--- src/rtl/order_ledger.sv ---
// order_ledger: evaluates orders against a trading limit using running
// accumulated/cancelled ledgers, and returns an accept/reject response.
// Ports:
//   clk, reset      - clock and synchronous active-high reset
//   max_to_trade    - signed trading limit, captured with each order
//   ord_*           - order request channel (valid/ready)
//   cxl_*           - cancel events, always accepted
//   rsp_*           - response channel (valid/ready)
//   accumulated_orders, cancelled_orders - registered ledger counters
module order_ledger #(
  parameter int W    = 32,
  parameter int ID_W = 8
) (
  input  logic            clk,
  input  logic            reset,
  input  logic [W-1:0]    max_to_trade,
  input  logic            ord_valid,
  output logic            ord_ready,
  input  logic [W-1:0]    ord_amount,
  input  logic [ID_W-1:0] ord_id,
  input  logic            cxl_valid,
  input  logic [W-1:0]    cxl_amount,
  output logic            rsp_valid,
  input  logic            rsp_ready,
  output logic [ID_W-1:0] rsp_id,
  output logic            rsp_accept,
  output logic [W-1:0]    rsp_future,
  output logic [W-1:0]    accumulated_orders,
  output logic [W-1:0]    cancelled_orders
);

  typedef enum logic [1:0] {
    IDLE = 2'd0,
    EVAL = 2'd1,
    RESP = 2'd2
  } state_t;

  localparam logic [W-1:0] ONE = W'(1);

  state_t state;
  state_t state_nx;

  logic [W-1:0]    amt_q;
  logic [W-1:0]    max_q;
  logic [ID_W-1:0] id_q;
  logic [W-1:0]    acc_q;
  logic [W-1:0]    cxl_q;
  logic [W-1:0]    future;
  logic            reject;
  logic            ord_hs;
  logic            rsp_hs;

  always_ff @(posedge clk) begin
    if (reset) begin
      state <= IDLE;
    end else begin
      state <= state_nx;
    end
  end

  always_comb begin
    state_nx = state;
    unique case (state)
      IDLE: if (ord_hs) state_nx = EVAL;
      EVAL: state_nx = RESP;
      RESP: if (rsp_hs) state_nx = IDLE;
      default: state_nx = IDLE;
    endcase
  end

  always_comb begin
    ord_ready = 1'b0;
    rsp_valid = 1'b0;
    unique case (state)
      IDLE: ord_ready = 1'b1;
      RESP: rsp_valid = 1'b1;
      default: ;
    endcase
  end

  assign ord_hs = ord_valid && ord_ready;
  assign rsp_hs = rsp_valid && rsp_ready;

  // Uses the counters as they stand at the start of the EVAL cycle;
  // a cancel arriving in the same cycle lands after this evaluation.
  assign future = acc_q + amt_q + (~cxl_q + ONE);
  assign reject = $signed(max_q) < $signed(future);

  always_ff @(posedge clk) begin
    if (reset) begin
      amt_q      <= '0;
      max_q      <= '0;
      id_q       <= '0;
      acc_q      <= '0;
      cxl_q      <= '0;
      rsp_id     <= '0;
      rsp_accept <= 1'b0;
      rsp_future <= '0;
    end else begin
      if (ord_hs) begin
        amt_q <= ord_amount;
        max_q <= max_to_trade;
        id_q  <= ord_id;
      end
      // Response fields only change here, so they hold through RESP.
      if (state == EVAL) begin
        rsp_id     <= id_q;
        rsp_accept <= !reject;
        rsp_future <= future;
        if (!reject) acc_q <= acc_q + amt_q;
      end
      if (cxl_valid) cxl_q <= cxl_q + cxl_amount;
    end
  end

  assign accumulated_orders = acc_q;
  assign cancelled_orders   = cxl_q;

endmodule
--- config.mk ---
export PLATFORM = sky130hd
export DESIGN_NAME = order_ledger
export DESIGN_NICKNAME = d
export VERILOG_FILES = /design/src/rtl/order_ledger.sv
export SDC_FILE = /design/constraint.sdc
export NUM_CORES = 1
export LEC_CHECK = 0
export CAP_MARGIN = 20
export CORE_ASPECT_RATIO = 1.4
export CORE_MARGIN = 1.5
export CORE_UTILIZATION = 55
export DETAILED_ROUTE_END_ITERATION = 12
export PLACE_DENSITY = 0.92
export SYNTH_ARGS = -nofsm -noshare
export SYNTH_HDL_FRONTEND = slang
export SYNTH_SLANG_ARGS = --single-unit
export TNS_END_PERCENT = 1
--- constraint.sdc ---
create_clock -name clk -period 13.5 [get_ports clk]
set_input_delay 2.025 -clock clk [delete_from_list [all_inputs] [get_ports clk]]
set_output_delay 2.025 -clock clk [all_outputs]
set_load 0.01 [all_outputs]
Word level (Yosys, flattened, before mapping)
Cells that the tools add are included.
Cells by class
  add/sub/neg operators: 4
  order comparisons: 1
  equal/unequal tests: 4
  mux-type cells: 5
  bitwise operators: 2
  reductions and logical operators: 6
Operators by type and width (count)
  32-bit adder: 3
  32-bit by 1-bit adder with 32-bit output, second input constant: 1
  32-bit < comparator: 1
  32-bit NOT: 1
  2-bit one-hot mux with 3 select lines: 1
  2-bit 2-to-1 mux: 2
  2-bit != test, second input constant: 2
  2-bit AND reduction: 2
  2-bit by 1-bit equality test with 1-bit output, second input constant: 1
  2-bit equality test, second input constant: 1
  1-bit logical AND: 2
  2-bit zero test: 1
  1-bit 2-to-1 mux: 2
  1-bit zero test: 1
  1-bit NOT: 1
Word-level totals
  register bits: 179
  input port bits: 109
  output and inout port bits: 107
  word-level logic and storage cells: 31

Longest topological paths before layout
Gate-level depths: netlist of run 1.
  word-level depth: 6
  gate-level depth with buffers: 32
  mapped depth without buffers: 31

Worst setup path before layout of run 1
OpenSTA, ideal clock, no wires.
  path type: register -> register
  start: reg acc_q[0], in the netlist accumulated_orders[0]
  end: reg acc_q[24], in the netlist accumulated_orders[24]
  setup time: 0.128 ns
  data arrival time: 6.118 ns
  required time: 13.372 ns
  setup slack: 7.254 ns
  stages on the path, launching flop included: 32
  path buffers: 2
  clock period less this slack: 6.246 ns
  cells stage by stage: dfxtp_1 > ha_1 > fa_1 > a21oi_1 > o211ai_1 > a221oi_1 > nor2_1 > a21oi_1 > o21ai_0 > xor2_1 > ha_1 > a21o_1 > a21oi_1 > o211ai_1 > a31o_1 > a22o_1 > o21a_1 > nor2_1 > o21ai_0 > xnor2_1 > ha_1 > and4_1 > nand2_1 > nor3_1 > o211ai_1 > a21bo_2 > o31a_1 > a21oi_2 > buf_6 > buf_6 > mux2i_1 > nor2_1
On the way
  cells in the longest elaborated chain, start to end: 5
RTL lines
  start, declared: RTL line 46  | logic [W-1:0] acc_q;
  start signal, assigned: RTL line 110  | if (!reject) acc_q <= acc_q + amt_q;
  32-bit adder (*): RTL line 86, 110
  32-bit adder: RTL line 86  | assign future = acc_q + amt_q + (~cxl_q + ONE);
  32-bit < comparator: RTL line 87  | assign reject = $signed(max_q) < $signed(future);
  1-bit NOT (no source line)
  2-bit AND reduction (no source line)
Mark *: on every way between the ends. The rest lies on a longest branch, timed or not.
A chain may end at the register's enable or synchronous reset.

Final worst setup path of run 1
  start: reg acc_q[0], in the netlist accumulated_orders[0]
  end: reg acc_q[4], in the netlist accumulated_orders[4]
The elaborated chain is that of the path after synthesis.

==> results of run 1 <==
==> Yosys cell counts (all sizes together) (18+ instances only) <==
master,n
o21a,18
o21ai,57
mux2i,44
clkbuf,50
nor2,132
inv,47
dfxtp,179
xnor2,46
xor2,34
ha,123
nand2,230
a21o,43
a21oi,200
==> registers in the layout (all words and copies together) (netlist names) <==
name,cells
max_q,32
state,2
amt_q,32
rsp_id,8
accumulated_orders,32
rsp_future,32
rsp_accept,1
id_q,8
cancelled_orders,32
==> worst max-delay path, delay by kind of cell (launching register included) <==
kind                     cells  cell delay, ps
AO/OA/AOI/OAI               16            3590
adder cells (fa/ha/maj)      4            1320
AND/OR/NAND/NOR              6             940
XOR/XNOR                     2             460
buffers and inverters        1             440
flip-flops                   1             330
multiplexers                 1             270
==> how the worst max path moves through the flow <==
stage	endpoint	cells after the start	start
finish	accumulated_orders[4]$_SDFFE_PP0P_	30	accumulated_orders[0]$_SDFFE_PP0P_
global placement	accumulated_orders[31]$_SDFFE_PP0P_	31	accumulated_orders[0]$_SDFFE_PP0P_
floorplan	accumulated_orders[24]$_SDFFE_PP0P_	31	accumulated_orders[0]$_SDFFE_PP0P_
detailed placement	accumulated_orders[31]$_SDFFE_PP0P_	31	accumulated_orders[0]$_SDFFE_PP0P_
global route	accumulated_orders[31]$_SDFFE_PP0P_	31	accumulated_orders[0]$_SDFFE_PP0P_
CTS	accumulated_orders[4]$_SDFFE_PP0P_	30	accumulated_orders[0]$_SDFFE_PP0P_
==> power breakdown <==
part	switching (mW)	internal (mW)	total [mW]
combinational	0.526	0.406	0.932
sequential	0.0490	0.581	0.630
clock	0.223	0.261	0.483
==> metal layers <==
metal,share of wire,wire [um],GRT usage
met5,0,0,0
met1,0.39,13000,0.344
met2,0.49,16400,0.526
met3,0.058,1920,0.0397
met4,0.064,2150,0.193
==> cells by family after synthesis <==
| logic type | after synthesis | share of synthesized area |
|---|---|---|
| xor+xnor | 80 | 0.0610 |
| fa+ha+maj | 126 | 0.139 |
| simple gates | 483 | 0.187 |
| mux | 45 | 0.0397 |
| flops | 179 | 0.312 |
| compound gates | 413 | 0.223 |
| buf+inv | 110 | 0.0377 |
==> area by class of cell <==
| cell class | instances | area (um2) |
|---|---|---|
| Clock buffer | 18 | 439 |
| Timing Repair Buffer | 223 | 2210 |
| Tap cell | 256 | 320 |
| Multi-Input combinational cell | 1147 | 7480 |
| Clock inverter | 12 | 125 |
| Sequential cell | 179 | 3580 |
| Inverter | 49 | 184 |
| Fill cell | 1598 | 6140 |
==> results.md, run 1 <==
- Die ar.: 0.0218 mm2
- Top area cells in the synthesized netlist: dfxtp_1 (31%), ha_1 (13%), a21oi_1 (8.6%)
- LEAKAGE: 6.11 nW
- GRT Overall Usage: 0.301
- Worst path required time: 13790 ps
- Reg2Reg Setup Slack: 6000 ps
- Number of placement rows: 62
- Post-Syn Area: 0.0115 mm2
- RePlAce Congestion: 0.900
- Critical path arrival: 7790 ps
- Vertical extent of the die: 174 um
- Power per cell area: 143 mW/mm2
- Slowest library cell on the worst path: a221oi_1
- Peak fanout along the critical path: 29
- FF-to-FF path depth: 30
- Number of synthesized register bits: 179
- Global-route congestion overflow total: 0
- Root cell of the clock tree: clkbuf_16
- Kind of end point of the critical path: flop
- Kind of critical path: reg -> reg
- H-tree levels: 4
- Total of max-cap violations: 0
- HPWL after detailed placement: 25300 um
- Worst clock skew: 10.0 ps
- Avg Cell Area, Syn: 8.00 um2
- Number of buffers between clock root and the deepest sink: 2
- Unrepaired setup endpoints after global routing: no
- Setup TNS after final layout: 0 ps
- Count of pins on the block boundary: 216
- Largest stage delay on the critical path: 490 ps
- Gate count of the mapped netlist: 1436
- Worst-case hold slack: 454 ps
- Number of setup violations in the final report: 0
- Cell taking the most area after synthesis: dfxtp_1
- Prevailing post-synth register cell: dfxtp_1
- Worst Hold Class: reg -> reg
- Number of I/O port buffers: 215
- Commonest non-fill, non-tap cell in the layout: nand2_1
- Layout cell share with drive strength beyond 1: 0.0393
- Antenna violations before repair: 0
- Minimum setup slack in the final design: 6000 ps
- End point of the most critical hold path: rsp_id[3]$_SDFFE_PP0P_
- Top library cells by usage in the layout, fill and taps aside: nand2_1 (229), clkdlybuf4s50_1 (214), a21oi_1 (198), dfxtp_1 (179), nor2_1 (132)
- Number of cells on the worst hold path: 2
- Hold-fix buffers, CTS: 0
- Area of the placeable core: 0.0205 mm2
- Post-route cell area: 0.0143 mm2
- Minimum period implied by the final worst setup slack: 7500 ps
- Run status: complete, no violations
- Vias in the first global route: 11000
- Detailed-route DRC error count: 0
- Initial cell density of the core: 0.561
- Share of the clock period used by the worst path: 0.555
- RR Startpoint: accumulated_orders[0]$_SDFFE_PP0P_
- Post-synth cell types: 83
- Detail Route Antenna Nets: 0
- Portion of the post-synthesis area used by sequential elements: 0.312
- TritonCTS clock tree: built
- Highest achievable clock rate: 0.133 GHz
- Wire length of the first global-routing pass: 53600 um
- Dpl cell area: 0.0138 mm2
- Vias after detailed routing: 11200
- Wire length reported by the detailed router: 33400 um
- Hold violation total from the final report: 0
- Worst R2R End: accumulated_orders[4]$_SDFFE_PP0P_
- Width of the die: 125 um
- Overall power of the completed layout: 2.05 mW
- Routed len/inst: 17.7 um
- Count of yosys warnings during synthesis: 0
- P&R area growth vs syn: 24.9%
- Share of async-settable or async-resettable flops after synthesis: 0
- Largest net degree at the start of global routing: 74
- Total clock sinks: 179
- Count of flip-flops with a built-in enable after synthesis: 0
- Rel. slew slack: 0.461
- Actual transition at the worst max-transition pin: 808 ps
- Final non-filler cell total: 1884
- Final count of pins violating max slew: 0
- Worst-case setup slack after placement: 6350 ps
- Detailed-route vias per instance: 5.96
- # nets final: 1852
- Number of antenna cells inserted: 0
- Detailed Route Iter0 Violations: 867
- Total CTS buffers: 17
- Number of buffers inserted by post-CTS setup repair: 0
- Clock latency of the later-clocked register in the worst-skew pair: 440 ps
- Count of TritonRoute iterations in the first routing pass: 5
- Post-synth top area share: 0.312
- Post-synth net total: 1671
- Worst-case vdd ir drop: 0.100 mV
- Post-layout utilization of the core: 0.700
- Post-CTS sizing: 0
- Cell count after placement: 1854
- Launch point of the worst hold path: id_q[3]$_SDFFE_PP0P_
- CTS clock-pin slew for the worst setup and hold paths: 70 ps
- Element type at the critical path start: flop
No activity file was read; power rests on OpenSTA's default activity.
==> inputs of run 2 (changes only) <==
Settings changed: CORE_UTILIZATION 55 to 48, PLACE_DENSITY 0.92 to 0.85.
Clock period 13.5 ns to 6.4 ns, I/O delays scaled along.
==> results.md, run 2 (synthesis results as in run 1) <==
- Antenna violations before repair: 0
- Die ar.: 0.0249 mm2
- Worst path required time: 6690 ps
- Post-route cell area: 0.0154 mm2
- Count of buffer and inverter cells on the critical path: 4
- Detailed-route DRC error count: 0
- RePlAce Congestion: 0.928
- Share of the clock period used by the worst path: 0.999
- LEAKAGE: 6.61 nW
- Detailed Route Iter0 Violations: 779
- Number of I/O port buffers: 215
- Largest stage delay on the critical path: 400 ps
- Initial cell density of the core: 0.491
- Sequential cell area: 0.00359 mm2
- GRT Overall Usage: 0.284
- CTS clock-pin slew for the worst setup and hold paths: 70 ps
- Vias after detailed routing: 11600
- Global-route congestion overflow total: 0
- Count of TritonRoute iterations in the first routing pass: 6
- Number of antenna cells inserted: 0
- Wire length of the first global-routing pass: 56000 um
- HPWL after detailed placement: 26500 um
- Rel. slew slack: 0.428
- H-tree levels: 4
- Detailed-route vias per instance: 5.74
- Actual transition at the worst max-transition pin: 857 ps
- Largest delay share family, worst path: compound AO/OA/AOI/OAI gates
- Count of pins on the block boundary: 216
- Crit path top cell by count: a21oi_4
- Clock latency of the later-clocked register in the worst-skew pair: 440 ps
- Minimum period implied by the final worst setup slack: 6390 ps
- Worst clock skew: 11.8 ps
- Kind of end point of the critical path: flop
- Highest achievable clock rate: 0.156 GHz
- Commonest non-fill, non-tap cell in the layout: nand2_1
- Detail Route Antenna Nets: 0
- TritonCTS clock tree: built
- Vias in the first global route: 11300
- Power per cell area: 305 mW/mm2
- Total CTS buffers: 17
- Unrepaired setup endpoints after global routing: yes
- Largest net degree at the start of global routing: 82
- Total of max-cap violations: 0
- Final non-filler cell total: 2015
- Number of placement rows: 66
- Number of setup violations in the final report: 0
- Hold violation total from the final report: 0
- Root cell of the clock tree: clkbuf_16
- Peak fanout along the critical path: 7
- # nets final: 1931
- Routed len/inst: 18.0 um
- Post-layout utilization of the core: 0.659
- Slowest library cell on the worst path: fa_2
- Wire length reported by the detailed router: 36300 um
- P&R area growth vs syn: 34.2%
- Width of the die: 134 um
- Vertical extent of the die: 186 um
- Dpl cell area: 0.0143 mm2
- Layout cell share with drive strength beyond 1: 0.114
- Area of the placeable core: 0.0234 mm2
- Area taken by multi-input logic gates: 0.00778 mm2
- Worst Hold Class: reg -> reg
- Worst-case vdd ir drop: 0.252 mV
- Fill count: 1888
- Critical path arrival: 6690 ps
- Element type at the critical path start: flop
- Kind of critical path: reg -> reg
- Top library cells by usage in the layout, fill and taps aside: nand2_1 (226), clkdlybuf4s50_1 (214), a21oi_1 (188), dfxtp_1 (176), nor2_1 (127)
- Total clock sinks: 179
- Worst-case hold slack: 455 ps
- Run status: complete, no violations
- Cell count after placement: 1964
- Number of buffers between clock root and the deepest sink: 2
- Final count of pins violating max slew: 0
==> run 2: changes by cell type in the layout (fill, tap and decap cells not counted), moves of 5 or more <==
cell     delta
buf_4      +72
a21oi_1    -10
ha_1        -8
o21ai_0     -8
a21oi_2     +7
ha_4        +7
o21ai_1     +6
nor2_1      -5
nor2_2      +5
xnor2_1     -5
xnor2_2     +5
==> run 2: timing repair <==
action,CTS,global route
hold buffers,0,0
resized for setup,22,50
setup endpoints to repair,32,33
pin swaps,14,32
buffers inserted,7,9
cloned,2,1
endpoints found under the hold margin,0,0
==> run 2: final timing paths <==
path	slack, ps	endpoint	cells past startpoint	start
setup reg to reg	7	accumulated_orders[21]$_SDFFE_PP0P_	31	amt_q[0]$_SDFFE_PP0P_
hold / removal	450	rsp_id[1]$_SDFFE_PP0P_	2	id_q[1]$_SDFFE_PP0P_
hold reg to reg	450	rsp_id[1]$_SDFFE_PP0P_	2	id_q[1]$_SDFFE_PP0P_
setup / recovery	7	accumulated_orders[21]$_SDFFE_PP0P_	31	amt_q[0]$_SDFFE_PP0P_
==> run 2: cell type report <==
type | instances | share of cell area
timing repair buffer | 302 | 0.188
clock buffer | 18 | 0.0278
clock inverter | 14 | 0.00942
inverter | 49 | 0.0119
multi-input combinational | 1147 | 0.505
tap | 306 | 0.0248
sequential | 179 | 0.233
==> run 2: power by group <==
part	total [mW]	switching (mW)	internal, mW
clock network	1.05	0.499	0.549
logic	2.32	1.24	1.08
registers	1.33	0.109	1.22
==> run 2: worst reg2reg max path: cells and delay by family (launching register included) <==
kind / cells / cell delay, ps
and+or+nand+nor: 7 / 1130
adders and majority gates: 4 / 1200
AOI/OAI and AO/OA: 13 / 2530
DFF: 1 / 340
xor gates and xnor gates: 2 / 200
muxes: 1 / 220
buffers and inverters: 4 / 620
==> run 2: metrics by stage <==
stage               setup WS [ps]  TNS, ps  power, mW
floorplan                     154        0       2.64
global placement            -4.53    -4.53       3.37
detailed placement           -182    -4100       3.42
CTS                          17.5        0       4.56
global route                 -279    -6640       4.96
finish                       6.94        0       4.71
==> run 2: layer usage <==
metal / up-vias / wire length [um] / track usage
met1: 5427 / 14100 / 0.322
met5: - / 0 / 0
met3: 119 / 2000 / 0.0384
li1: 5582 / - / -
met4: 0 / 2160 / 0.178
met2: 440 / 18100 / 0.501
==> inputs of run 3 (changes only) <==
Settings changed: CORE_UTILIZATION 48 to 49, CTS_BUF_LIST set to sky130_fd_sc_hd__clkbuf_2, PLACE_DENSITY 0.85 to 0.87.
==> results.md, run 3 (synthesis results as in run 1) <==
- Switching power share of the total: 0.413
- Final count of pins violating max slew: 0
- Vias after detailed routing: 11400
- Critical path arrival: 7100 ps
- Combinational share of power: 0.538
- Kind of critical path: reg -> reg
- Global-route congestion overflow total: 0
- P&R area growth vs syn: 30.6%
- Vias in the first global route: 10900
- Kind of end point of the critical path: flop
- Worst-case hold slack: 467 ps
- CTS clock-pin slew for the worst setup and hold paths: 310 ps
- Post-route cell area: 0.0150 mm2
- Rel. slew slack: 0.291
- Detailed-route vias per instance: 5.68
- Layout cell share with drive strength beyond 1: 0.114
- Number of cells on the worst hold path: 2
- Worst Hold Class: reg -> reg
- HPWL after detailed placement: 26000 um
- Met2 global-route usage: 0.473
- GRT Overall Usage: 0.273
- Flop pwr share: 0.317
- Hold-fix buffers, CTS: 0
- Number of setup violations in the final report: 0
- FF-to-FF path depth: 31
- Worst clock skew: 65.9 ps
- Root cell of the clock tree: clkbuf_2
- LEAKAGE: 6.44 nW
- Fill count: 1919
- Wire length reported by the detailed router: 34400 um
- Highest achievable clock rate: 0.156 GHz
- Number of placement rows: 66
- Total of max-cap violations: 0
- Detailed Route Iter0 Violations: 655
- Cell Int Power: 2.48 mW
- Met1 global-route usage: 0.314
- Slowest library cell on the worst path: dfxtp_2
- Initial cell density of the core: 0.497
- Clock latency of the later-clocked register in the worst-skew pair: 850 ps
- Worst path required time: 7110 ps
- Top library cells by usage in the layout, fill and taps aside: nand2_1 (228), clkdlybuf4s50_1 (214), a21oi_1 (181), dfxtp_1 (173), nor2_1 (128)
- Routed len/inst: 17.2 um
- Reg2Reg Setup Slack: 4 ps
- Minimum setup slack in the final design: 4.23 ps
- Commonest non-fill, non-tap cell in the layout: nand2_1
- Share of the clock period used by the worst path: 0.999
- Worst R2R End: accumulated_orders[31]$_SDFFE_PP0P_
- RR Startpoint: amt_q[0]$_SDFFE_PP0P_
- Net switching power: 1.74 mW
- Worst-case setup slack after placement: -297 ps
- Count of TritonRoute iterations in the first routing pass: 7
- Wire length of the first global-routing pass: 53500 um
- Overall power of the completed layout: 4.22 mW
- Total clock sinks: 179
- # nets final: 1922
- Detail Route Antenna Nets: 0
- Area of the placeable core: 0.0231 mm2
- End point of the most critical hold path: rsp_id[3]$_SDFFE_PP0P_
- TritonCTS clock tree: built
- Unrepaired setup endpoints after global routing: yes
- Power per cell area: 281 mW/mm2
- Largest stage delay on the critical path: 410 ps
- RePlAce Congestion: 0.922
- Dpl cell area: 0.0143 mm2
- Antenna violations before repair: 1
- Peak fanout along the critical path: 8
- Count of pins on the block boundary: 216
- Minimum period implied by the final worst setup slack: 6400 ps
- Run status: complete, no violations
- Number of buffers between clock root and the deepest sink: 2
- Launch point of the worst hold path: id_q[3]$_SDFFE_PP0P_
- Hold violation total from the final report: 0
- H-tree levels: 4
- Total CTS buffers: 17
- Routing usage on met3: 0.0396
- Worst-case vdd ir drop: 0.170 mV
- Number of I/O port buffers: 215
- Die ar.: 0.0244 mm2
- Vertical extent of the die: 184 um
- Detailed-route DRC error count: 0
- Largest net degree at the start of global routing: 106
- Clock group share of total power: 0.145
- Actual transition at the worst max-transition pin: 1060 ps
- Element type at the critical path start: flop
- Width of the die: 132 um
- Most Crowded Layer GR: met2
run 3: critical path: cells and delay by family, from the launching register on:
kind                       cells  cell delay [ps]
adders and majority gates      4             1120
and+or+nand+nor                7              780
AOI/OAI and AO/OA             16             3140
DFF                            1              410
xor gates and xnor gates       3              620
buffers and inverters          1              180
run 3: area by class of cell:
type	count	area, um2	area share
well taps	306	383	0.0255
flip-flops and latches	179	3590	0.239
repair buffers	293	2790	0.186
diodes	1	2.50	0.000167
inverters	49	184	0.0123
multi-input cells	1147	7810	0.521
clock buffers	18	90.1	0.00601
clock inverters	13	146	0.00976
run 3: how the worst max path moves through the flow:
stage	startpoint	endpoint	depth (start not counted)
after floorplan	accumulated_orders[0]$_SDFFE_PP0P_	accumulated_orders[26]$_SDFFE_PP0P_	31
after global placement	accumulated_orders[0]$_SDFFE_PP0P_	accumulated_orders[31]$_SDFFE_PP0P_	31
after detailed placement	accumulated_orders[0]$_SDFFE_PP0P_	accumulated_orders[31]$_SDFFE_PP0P_	31
after CTS	accumulated_orders[4]$_SDFFE_PP0P_	accumulated_orders[17]$_SDFFE_PP0P_	31
after global routing	amt_q[0]$_SDFFE_PP0P_	accumulated_orders[26]$_SDFFE_PP0P_	30
final	amt_q[0]$_SDFFE_PP0P_	accumulated_orders[31]$_SDFFE_PP0P_	31
run 3: timing repair:
action | 4_1_cts | 5_1_grt
setup buffers | 4 | 7
hold endpoints to repair | 0 | 0
pin swaps | 8 | 39
endpoints found under the setup margin | 33 | 33
gates cloned | 2 | 0
resized for setup | 15 | 66
run 3: per-stage QoR:
stage,cells,util,setup TNS (ps)
2_1_floorplan,1436,-,0
3_3_place_gp,1964,0.619,0
3_5_place_dp,1964,0.619,-7920
4_1_cts,2001,0.636,0
5_1_grt,2006,0.648,-6680
6_report,2006,0.648,0
run 3: routing by layer:
layer  wire length, um  vias to the layer above  share of wire
met3              1940                      111          0.056
li1                  -                     5576              -
met4              2200                        0          0.064
met5                 0                        -              0
met1             13700                     5318           0.40
met2             16600                      387           0.48
run 3: power by group through the flow:
stage	sequential [mW]	clock, mW	combinational [mW]
6_report	1.34	0.611	2.27
5_1_grt	1.35	0.665	2.48
4_1_cts	1.33	0.619	2.13
3_5_place_dp	1.35	0	2.07
3_3_place_gp	1.35	0	2.02
2_1_floorplan	1.35	0	1.29
